===== src/rtl/msg_receive.sv =====
// Serial message receiver: start / MSG_W data bits LSB first / stop, mid-bit sampled.
// Define MSG_RECEIVE_PARITY_EN to add an even-parity bit and the parityErr output.
//
// state  | meaning
// IDLE   | line idle, waiting for synchronized low
// START  | confirming start bit at its midpoint
// DATA   | sampling MSG_W payload bits, one per BIT_TICKS
// PARITY | sampling the parity bit (parity build only)
// STOP   | sampling stop bit, registering valid / error result
module msg_receive #(
  parameter int BIT_TICKS = 16,
  parameter int MSG_W     = 5
) (
  input  logic             clk,
  input  logic             rst,
  input  logic             serIn,
  output logic [MSG_W-1:0] msg,
  output logic             valid,
  output logic             frameErr,
`ifdef MSG_RECEIVE_PARITY_EN
  output logic             parityErr,
`endif
  output logic             busy
);

  localparam int CW = (BIT_TICKS > 1) ? $clog2(BIT_TICKS) : 1;
  localparam int IW = (MSG_W > 1) ? $clog2(MSG_W) : 1;
  localparam logic [CW-1:0] HALF_M1   = CW'(BIT_TICKS / 2 - 1);
  localparam logic [CW-1:0] LAST_TICK = CW'(BIT_TICKS - 1);
  localparam logic [IW-1:0] LAST_BIT  = IW'(MSG_W - 1);

`ifdef MSG_RECEIVE_PARITY_EN
  typedef enum logic [2:0] {IDLE, START, DATA, PARITY, STOP} state_t;
`else
  typedef enum logic [2:0] {IDLE, START, DATA, STOP} state_t;
`endif

  state_t           state, state_n;
  logic             sync1, ser_s;
  logic [CW-1:0]    cnt;
  logic [IW-1:0]    bit_idx;
  logic [MSG_W-1:0] shift;
  logic             cnt_clr, take_bit, done_ok, done_ferr;
`ifdef MSG_RECEIVE_PARITY_EN
  logic             par_bit, take_par, done_perr;
`endif

  // Synchronizer resets to the idle level so reset release never looks like a start bit.
  always_ff @(posedge clk or negedge rst) begin
    if (!rst) begin
      sync1 <= 1'b1;
      ser_s <= 1'b1;
    end else begin
      sync1 <= serIn;
      ser_s <= sync1;
    end
  end

  always_ff @(posedge clk or negedge rst) begin
    if (!rst) state <= IDLE;
    else      state <= state_n;
  end

  always_comb begin
    state_n   = state;
    cnt_clr   = 1'b0;
    take_bit  = 1'b0;
    done_ok   = 1'b0;
    done_ferr = 1'b0;
`ifdef MSG_RECEIVE_PARITY_EN
    take_par  = 1'b0;
    done_perr = 1'b0;
`endif
    case (state)
      IDLE: begin
        cnt_clr = 1'b1;
        if (!ser_s) state_n = START;
      end
      START: begin
        if (cnt == HALF_M1) begin
          cnt_clr = 1'b1;
          state_n = ser_s ? IDLE : DATA;
        end
      end
      DATA: begin
        if (cnt == LAST_TICK) begin
          cnt_clr  = 1'b1;
          take_bit = 1'b1;
`ifdef MSG_RECEIVE_PARITY_EN
          if (bit_idx == LAST_BIT) state_n = PARITY;
`else
          if (bit_idx == LAST_BIT) state_n = STOP;
`endif
        end
      end
`ifdef MSG_RECEIVE_PARITY_EN
      PARITY: begin
        if (cnt == LAST_TICK) begin
          cnt_clr  = 1'b1;
          take_par = 1'b1;
          state_n  = STOP;
        end
      end
`endif
      STOP: begin
        if (cnt == LAST_TICK) begin
          cnt_clr = 1'b1;
          state_n = IDLE;
          // A bad stop bit outranks a parity error.
          if (!ser_s)                        done_ferr = 1'b1;
`ifdef MSG_RECEIVE_PARITY_EN
          else if (^{shift, par_bit})        done_perr = 1'b1;
`endif
          else                               done_ok   = 1'b1;
        end
      end
      default: state_n = IDLE;
    endcase
  end

  always_ff @(posedge clk or negedge rst) begin
    if (!rst) begin
      cnt      <= '0;
      bit_idx  <= '0;
      shift    <= '0;
      msg      <= '0;
      valid    <= 1'b0;
      frameErr <= 1'b0;
    end else begin
      valid    <= done_ok;
      frameErr <= done_ferr;
      if (cnt_clr) cnt <= '0;
      else         cnt <= cnt + CW'(1);
      if (state != DATA) bit_idx <= '0;
      else if (take_bit) bit_idx <= bit_idx + IW'(1);
      if (take_bit) shift[bit_idx] <= ser_s;
      if (done_ok)  msg <= shift;
    end
  end

`ifdef MSG_RECEIVE_PARITY_EN
  always_ff @(posedge clk or negedge rst) begin
    if (!rst) begin
      par_bit   <= 1'b0;
      parityErr <= 1'b0;
    end else begin
      parityErr <= done_perr;
      if (take_par) par_bit <= ser_s;
    end
  end
`endif

  assign busy = (state != IDLE);

endmodule

===== config.mk =====
export PLATFORM = sky130hd
export DESIGN_NAME = msg_receive
export DESIGN_NICKNAME = d
export VERILOG_FILES = /design/src/rtl/msg_receive.sv
export SDC_FILE = /design/constraint.sdc
export NUM_CORES = 1
export LEC_CHECK = 0
export CORE_MARGIN = 3
export CORE_UTILIZATION = 40
export CTS_CLUSTER_DIAMETER = 120
export DETAILED_ROUTE_END_ITERATION = 7
export SYNTH_ARGS = -nofsm -noshare
export SYNTH_HDL_FRONTEND = slang
export SYNTH_SLANG_ARGS = --single-unit

===== constraint.sdc =====
create_clock -name clk -period 1.9 [get_ports clk]
set_input_delay 0.57 -clock clk [delete_from_list [all_inputs] [get_ports clk]]
set_output_delay 0.57 -clock clk [all_outputs]
set_load 0.02 [all_outputs]

==> Yosys cells after proc, flatten, opt, wreduce, memory -nomap -nowiden <==
Index checks and enable logic that the tools add are counted.
{ "totals": {"regBits": 24, "inputBits": 3, "output_inout_bits": 8, "elab_cells": 54} }
{ "classes": {"addsub": 2, "order_cmp": 2, "eq_ne": 12, "n_mux": 23, "n_reduce_logical": 6} }
{ "op_table": {"columns": ["operator", "count"], "rows": [
  ["$mux 3", 7],
  ["$pmux 3 s4", 1],
  ["$mux 1", 10],
  ["$ne 2x2->1 const B", 5],
  ["$eq 3x2->1 const B", 2],
  ["$bwmux 5", 1],
  ["$reduce_and 5->1", 1],
  ["$add 4x1->4 const B", 1],
  ["$eq 4x3->1 const B", 1],
  ["$eq 4x4->1 const B", 1],
  ["$lt 3x4->1 const B", 1],
  ["$mux 4", 1],
  ["$add 3x1->3 const B", 1],
  ["$demux 1 s3", 1],
  ["$eq 3x1->1 const B", 1],
  ["$eq 3x3->1 const B", 1],
  ["$ge 3x1->1 const B", 1],
  ["$logic_not 3->1", 1],
  ["$ne 3x2->1 const B", 1],
  ["$pmux 1 s3", 1],
  ["$reduce_bool 3->1", 1],
  ["$mux 2", 1],
  ["$reduce_bool 2->1", 1],
  ["$reduce_or 2->1", 1],
  ["$logic_and 1x1->1", 1]
]} }

==> Longest topological paths before layout <==
Gate-level depths: netlist (run 1).
{ "logic_depth": {"ltp_word": 5, "depth_mapped": 4, "mapped_depth_nobuf": 4} }

==> Worst setup path after synthesis (run 1) <==
Ideal clock, no wire load.
{ "synth_timing": {"kind": "reg2reg", "start": "register cnt[0]", "end": "register shift[0]", "setup_ns": 0.125, "arrival_time_ns": 1.413, "required_ns": 1.775, "path_slack_ns": 0.362, "path_stages_with_launch": 5, "n_path_buf": 0, "synth_period_minus_slack_ns": 1.538, "cell_sequence": "dfrtp_1 ha_1 nand3_1 nor4b_2 mux2_2"} }
{ "synth_between": {"elab_chain_cells": 3} }
{ "synth_rtl": {"columns": ["element", "line_no", "rtl"], "rows": [
  ["start: declaration", "40", "logic [CW-1:0] cnt;"],
  ["start signal: assignment", "133", "else cnt <= cnt + CW'(1);"],
  ["$eq 4x4->1", "86", "if (cnt == LAST_TICK) begin"],
  ["$mux 1", "86", null],
  ["$mux 1", "74", "case (state)"],
  ["end signal: indexed assignment", "136", "if (take_bit) shift[bit_idx] <= ser_s;"],
  ["end: declaration", "42", "logic [MSG_W-1:0] shift;"]
]} }
No other way between the ends.
A chain may end at the register's enable or synchronous reset.

==> Worst setup path after layout (run 1) <==
{ "layout_timing": {"start": "register msg[4]", "end": "output port msg[4]"} }
{ "layout_lines": {"columns": ["element", "line_no", "rtl"], "rows": [
  ["start: declaration", "17", "output logic [MSG_W-1:0] msg,"],
  ["start signal: assignment", "137", "if (done_ok) msg <= shift;"]
]} }
No word-level cell between the ends.

==> results of run 1 <==
-- registers in the layout (all words and copies together), names as in the netlist, 2 cells and up --
signal	cells
bit_idx	3
msg	5
cnt	4
state	2
shift	5
-- synth_stat cells, types with 3 or more instances --
library cell / number / share of area [%]
xor2_1: 3 / 2.5
ha_1: 3 / 3.6
nand3_1: 4 / 1.9
buf_2: 3 / 1.4
nor2_1: 10 / 3.6
dfrtp_1: 21 / 51
mux2_2: 10 / 11
inv_1: 4 / 1.4
o21ai_0: 3 / 1.4
-- cells by family after synthesis --
kind of cell               after synthesis  synth area share [%]
DFF                                     23                  55.6
adders and majority gates                3                  3.61
muxes                                   11                  11.8
buffers and inverters                    9                  3.97
xor gates and xnor gates                 5                  4.21
AOI/OAI and AO/OA                        4                  2.29
and+or+nand+nor                         32                  18.5
-- per-stage QoR --
stage	setup slack (ns)	utilization [%]	hold slack, ns	power [mW]	area, µm²
2_1_floorplan	0.362	-	0.274	0.896	1040
3_3_place_gp	0.137	50.4	0.348	0.967	1180
3_5_place_dp	0.115	50.4	0.349	0.977	1180
4_1_cts	0.000252	51.7	0.368	1.21	1210
5_1_grt	0.00193	51.9	0.375	1.29	1210
6_report	0.0572	51.9	0.366	1.19	1210
-- cell type report --
cell class | instances | area (µm²) | area share (%)
clock buffer | 3 | 22.5 | 1.86
tap | 28 | 35.0 | 2.89
multi-input combinational | 55 | 420 | 34.6
sequential | 23 | 578 | 47.6
clock inverter | 1 | 7.51 | 0.619
timing repair buffer | 14 | 135 | 11.1
inverter | 4 | 15.0 | 1.24
-- power groups by stage --
stage          Clock (mW)  Sequential [mW]  Combinational (mW)
2_1_floorplan           0            0.596               0.299
3_3_place_gp            0            0.642               0.325
3_5_place_dp            0            0.645               0.331
4_1_cts             0.242            0.636               0.328
5_1_grt             0.268            0.649               0.372
6_report            0.230            0.636               0.323
-- per-layer routing --
layer,vias to the layer above,GRT usage [%],part of all wire [%]
met5,-,0,0
met4,0,2.98,0.88
met3,2,5.43,4.6
met2,10,16.2,42
met1,289,15.9,52
li1,326,-,-
-- how the worst max path moves through the flow --
stage	startpoint	end	slack, ns	depth (start not counted)
after floorplan	cnt[0]	shift[0]	0.36	4
after global placement	state[0]	busy	0.14	2
after detailed placement	state[0]	busy	0.12	2
after CTS	state[0]	busy	0.0003	2
after global routing	msg[4]	msg[4]	0.002	1
final	msg[4]	msg[4]	0.06	1
-- worst reg2reg max path, delay by kind of cell (launching register included) --
family | cells | cell delay, ns
mux | 1 | 0.37
fa+ha+maj | 1 | 0.30
flops | 1 | 0.39
simple gates | 2 | 0.55
-- repair_timing --
item | CTS | global route
setup buffers | 0 | 0
endpoints found under the setup margin | 1 | 5
gates resized for setup | 2 | 5
hold buffers | 0 | 0
==> results, run 1 <==
- The startpoint identified for the worst hold timing path is sync1.
- The number of synthesized register bits is 23.
- The critical path endpoint category is a primary output.
- The number of warnings issued by yosys is 0.
- In this run the worst path has a maximum fanout of 2.
- The remaining max-slew budget at the tightest pin is 74.6%.
- The synthesized instance count is 87.
- In this run switching power makes up 33.4% of total power.
- Counting flops with an async set or reset pin after synthesis yields a share of 100%.
- The number of antenna violations at the first check in global routing is 0.
- The maximum number of pins on one net before global-route repair is 24.
- The launch instance of the worst register-to-register path is cnt[0].
- On the critical path, the stage with the largest delay is an instance of clkdlybuf4s50_1.
- Each instance of the synthesized netlist takes up on average 12.0 µm².
- The slew at the pin with the worst max-slew slack is 0.377 ns.
- The power share of the sequential group is 53.5%.
- After detailed routing, the number of remaining DRC violations is 0.
- The area of the mapped netlist is 0.00104 mm².
- The predominant post-synthesis flop cell is dfrtp_1.
- The post-synthesis to final-layout area growth is 16.7%.
- The die covers 0.00325 mm².
- The post-detailed-route via-to-cell ratio is 4.90.
- The mean routed wirelength per cell is 12.4 µm.
- The final setup skew is 0.00202 ns.
- For this configuration, the core starts out at a cell density of 44.4%.
- The final routed wirelength across all metal layers is 1590 µm.
- Leaving out fill and tap cells, the most frequent cell in the layout is dfrtp_1.
- The global routing usage summed across all routing layers is 11.4%.
- Among cell families on the critical path, the largest total delay comes from buffers and inverters.
- Clock tree synthesis selected as its root buffer the cell clkbuf_4.
- For flop-to-flop paths, the worst setup slack is 0.18 ns.
- The post-route netlist has 26.0% of its cells at a drive strength greater than 1.
- The signal on the critical path passes through clkdlybuf4s50_1.
- In the finished design, the share of the clock period the worst path needs comes to 97.0%.
- The hold violation count in the final report is 0.
- The worst hold path terminates at ser_s.
- After floorplanning, the core was divided into 17 placement rows.
- The buffer and inverter count on the worst path is 1.
- The clock tree from TritonCTS is yes.
- The final RePlAce weighted congestion is 0.797.
- Adding up every negative setup slack in the final design gives 0 ns.
- The die extent in y is 57.0 µm.
- Yosys mapped a number of flops with a built-in enable equal to 0.
- The floorplan step set the die width to 57.0 µm.
- Yosys mapped the design onto 27 distinct sky130hd cell types.
- The analysis attributes to net switching a power of 0.397 mW.
- The number of detailed-route iterations in the first pass is 4.
- The flow ran to the end, and the final reports show no timing, DRC or antenna violations.
- The minimum clock period after layout is 1.84 ns.
- The number of antenna repair diodes is 0.
- The number of pins exceeding their max-slew limit in the final report is 0.
- The type of the tightest min-delay check is reg2reg.
- The part of the total power dissipated in combinational logic is 27.2%.
- Along the worst hold path, the cell count comes to 0.
- The clock transition at the registers of the reported paths is 0.13 ns.
- The worst register-to-register path ends at shift[3].
- When the netlist entered floorplanning its net count stood at 93.
- The kind of launch point of the worst setup path is a flop.
- The final net count is 107.
- For this design the static power due to leakage is 0.606 nW.
- The start-to-end type of the worst setup path is reg2out.
- After floorplanning, the core was sized to cover 0.00234 mm².
- The achievable frequency is 0.543 GHz.
- The number of nets still failing antenna checks after routing is 0.
- The final cell count without fillers is 128.
- The routed via count is 627.
- For the worst flop-to-flop path, the logic depth is 4.
- The via count of the first global-routing pass came to 618.
- The sequential cell area fraction in the yosys report is 55.6%.
- In this run, the number of DRC markers left after iteration 0 of detailed routing was 7.
- The required arrival time at the worst endpoint is 1.33 ns.
- VDD sags by at most 0.756 mV.
- The number of buffers on the longest clock path is 2.
- The clock latency reported for the late side of the worst-skew pair is 0.31 ns.
- Power spread over the standard cell area amounts to 980 mW/mm².
- For this design, the sink count on the clock tree is 23.
- The HPWL reported at the end of detailed placement is 1160 µm.
- The number of buffers created by CTS is 3.
- Setup repair after global routing left no endpoint under its margin.
- The arrival time at the worst endpoint is 1.27 ns.
- Once placement completed, the tool counted placed cells totaling 124.
- The number of top-level design ports is 11.
- After global routing the overflow that remains totals 0.
- The count of final setup violators is 0.
- In the layout the commonest cells are 21 x dfrtp_1, 10 x nor2_1, 10 x mux2_2.
- Fill cells in the final layout number 212.
- The first global-routing pass estimated 2880 µm of wire.
- In this run the number of H-tree levels came out at 1.
- The clock network power share is 19.3%.
- The delay contributed by the slowest stage of the critical path is 0.60 ns.
- The cell internal power dissipation is 0.792 mW.
- The number of max-capacitance violations reported is 0.
- The count of buffers from port buffering is 10.
Note: power is estimated with default switching activity, not from simulation.
==> run 2, diff against run 1 <==
- CORE_UTILIZATION: 40 -> 54
- PLACE_DENSITY: default -> 0.77
==> results, run 2 (same netlist as run 1, synthesis figures left out) <==
- The effective utilization at floorplan is 58.9% (was 44.4%).
- The post-synthesis to final-layout area growth is 15.8% (was 16.7%).
- The final net count is 107 (unchanged).
- The number of detailed-route iterations in the first pass is 4 (unchanged).
- The area enclosed by the die boundary came to 0.00249 mm² (was 0.00325 mm²).
- The post-detailed-route via-to-cell ratio came to 5.22 (was 4.90).
- The final setup skew is 0.00373 ns (was 0.00202 ns).
- Cell-by-cell listing of the critical path: clkdlybuf4s50_1 (unchanged).
- The number of top-level design ports is 11 (unchanged).
- The minimum clock period after layout is 1.84 ns (about the same).
- The area of the core region is 0.00176 mm² (was 0.00234 mm²).
- Largest registers: msg: 5 flops, shift: 5 flops, cnt: 4 flops (unchanged).
- The post-detailed-route DRC marker count is 0 (unchanged).
- The number of pins exceeding their max-slew limit in the final report was 0 (unchanged).
- The setup total negative slack was 0 ns (unchanged).
- The critical path endpoint category is a primary output (unchanged).
- The number of nets still failing antenna checks after routing came to 0 (unchanged).
- The number of max-capacitance violations reported is 0 (unchanged).
- The final design instance area without fill came to 0.00120 mm² (was 0.00121 mm²).
- The die extent in y is 49.9 µm (was 57.0 µm).
- The global routing usage summed across all routing layers is 15.9% (was 11.4%).
- Unrepaired setup endpoints after global routing: false (unchanged).
- The final critical-path share of the clock period is 96.6% (was 97.0%).
- The via count of the first global-routing pass is 681 (was 618).
- The overall die width is 49.9 µm (was 57.0 µm).
- The global route total overflow is 0 (unchanged).
- The depth of the CTS H-tree is 1 (unchanged).
- The clock latency reported for the late side of the worst-skew pair was 0.30 ns (was 0.31 ns).
- The hold violation count in the final report came to 0 (unchanged).
- The start-to-end type of the worst setup path is reg2out (unchanged).
- The clock transition at the registers of the reported paths is 0.12 ns (was 0.13 ns).
- Most frequent cells in the layout: 21 x dfrtp_1, 10 x nor2_1, 10 x mux2_2 (unchanged).
- The worst-path cell with the longest stage delay is clkdlybuf4s50_1 (unchanged).
- The worst IR drop on VDD came to 0.679 mV (was 0.756 mV).
- The type of the tightest min-delay check was reg2reg (unchanged).
- The total power density per cell area is 980 mW/mm² (about the same).
- The buffer and inverter count on the worst path was 1 (unchanged).
- The placement-stage cell area is 0.00117 mm² (was 0.00118 mm²).
- The HPWL reported at the end of detailed placement is 1170 µm (was 1160 µm).
- The final routed wirelength across all metal layers is 1640 µm (was 1590 µm).
- The number of buffers on the longest clock path came to 2 (unchanged).
- The top cell family by delay on the critical path is buffers and inverters (unchanged).
- The number of cell rows was 15 (was 17).
- The most common cell after layout, fill and taps aside is dfrtp_1 (unchanged).
- The count of final setup violators is 0 (unchanged).
- The clock net sink count was 23 (unchanged).
- The number of antenna violations at the first check in global routing is 0 (unchanged).
- The maximum net fanout on the critical path is 2 (unchanged).
- The remaining max-slew budget at the tightest pin is 75.2% (was 74.6%).
- Outcome: finished, final reports clean (unchanged).
- The clock root buffer master is clkbuf_4 (unchanged).
- The worst setup timing slack at the placement stage came to 0.126 ns (was 0.115 ns).
- The arrival time at the worst endpoint came to 1.27 ns (about the same).
- The setup slack after layout is 0.0644 ns (was 0.0572 ns).
- The number of antenna repair diodes came to 0 (unchanged).
- The required arrival time at the worst endpoint came to 1.33 ns (about the same).
- The DRC violation total after the first TritonRoute iteration is 6 (was 7).
- The delay contributed by the slowest stage of the critical path is 0.60 ns (about the same).
- The layout cell share with drive strength beyond 1 is 25.0% (was 26.0%).
- The slew at the pin with the worst max-slew slack is 0.367 ns (was 0.377 ns).
- The mean routed wirelength per cell is 13.1 µm (was 12.4 µm).
- The routed via count is 652 (was 627).
- The count of buffers from port buffering is 10 (unchanged).
- The leakage power total was 0.588 nW (was 0.606 nW).
- The number of filler instances in the final layout is 141 (was 212).
- The maximum number of pins on one net before global-route repair came to 24 (unchanged).
- The kind of launch point of the worst setup path was a flop (unchanged).
- The achievable frequency was 0.545 GHz (was 0.543 GHz).
- The number of buffers created by CTS is 3 (unchanged).
- The final RePlAce weighted congestion is 0.869 (was 0.797).
- The clock tree from TritonCTS is yes (unchanged).
- The global-route wire length before repair is 3040 µm (was 2880 µm).
==> run 2: cell types whose count changed in the layout (fill, tap and decap cells not counted) <==
cell and delta:
dlymetal6s2s_1 -1, clkdlybuf4s50_1 +1, clkinvlp_4 -1, clkbuf_1 +1
==> run 2: timing repair <==
item	CTS	global route
endpoints found under the setup margin	1	4
hold buffers	0	0
buffers inserted	0	0
resized for setup	2	4
==> run 2: layer usage <==
layer | vias up | share of wire [%] | wire (µm) | GRT usage, %
li1 | 321 | - | - | -
met2 | 15 | 45 | 739 | 23.6
met3 | 2 | 4.6 | 75 | 3.93
met5 | - | 0 | 0 | 0
met4 | 0 | 0.85 | 14 | 7.83
met1 | 314 | 49 | 808 | 21.7
==> run 2: worst paths after layout <==
check / cells after the start / slack [ns] / end / start
setup / recovery: 1 / 0.06 / msg[1] / msg[1]
hold / removal: 0 / 0.37 / ser_s / sync1
setup reg to reg: 4 / 0.16 / shift[2] / cnt[0]
hold reg to reg: 0 / 0.37 / ser_s / sync1
max in group asynchronous: 2 / 1.03 / ser_s / rst
min in group asynchronous: 2 / 0.60 / state[0] / rst
==> run 2: power breakdown <==
group	switching, mW	total [mW]	internal, mW
Combinational	0.178	0.326	0.147
Sequential	0.0775	0.641	0.563
Clock	0.131	0.213	0.0817
==> run 2: cell type report <==
class | count | area (µm²) | area share [%]
clock buffers | 4 | 26.3 | 2.18
repair buffers | 14 | 133 | 11.0
multi-input cells | 55 | 420 | 34.9
flip-flops and latches | 23 | 578 | 48.0
well taps | 25 | 31.3 | 2.60
inverters | 4 | 15.0 | 1.25
==> run 2: per-stage QoR <==
stage / std cells / power (mW) / hold WS, ns / util, %
after floorplan: 87 / 0.896 / 0.274 / -
after global placement: 121 / 0.966 / 0.347 / 66.6
after detailed placement: 121 / 0.981 / 0.348 / 66.6
after CTS: 125 / 1.20 / 0.367 / 68.1
after global routing: 125 / 1.29 / 0.377 / 68.2
final: 125 / 1.18 / 0.367 / 68.2
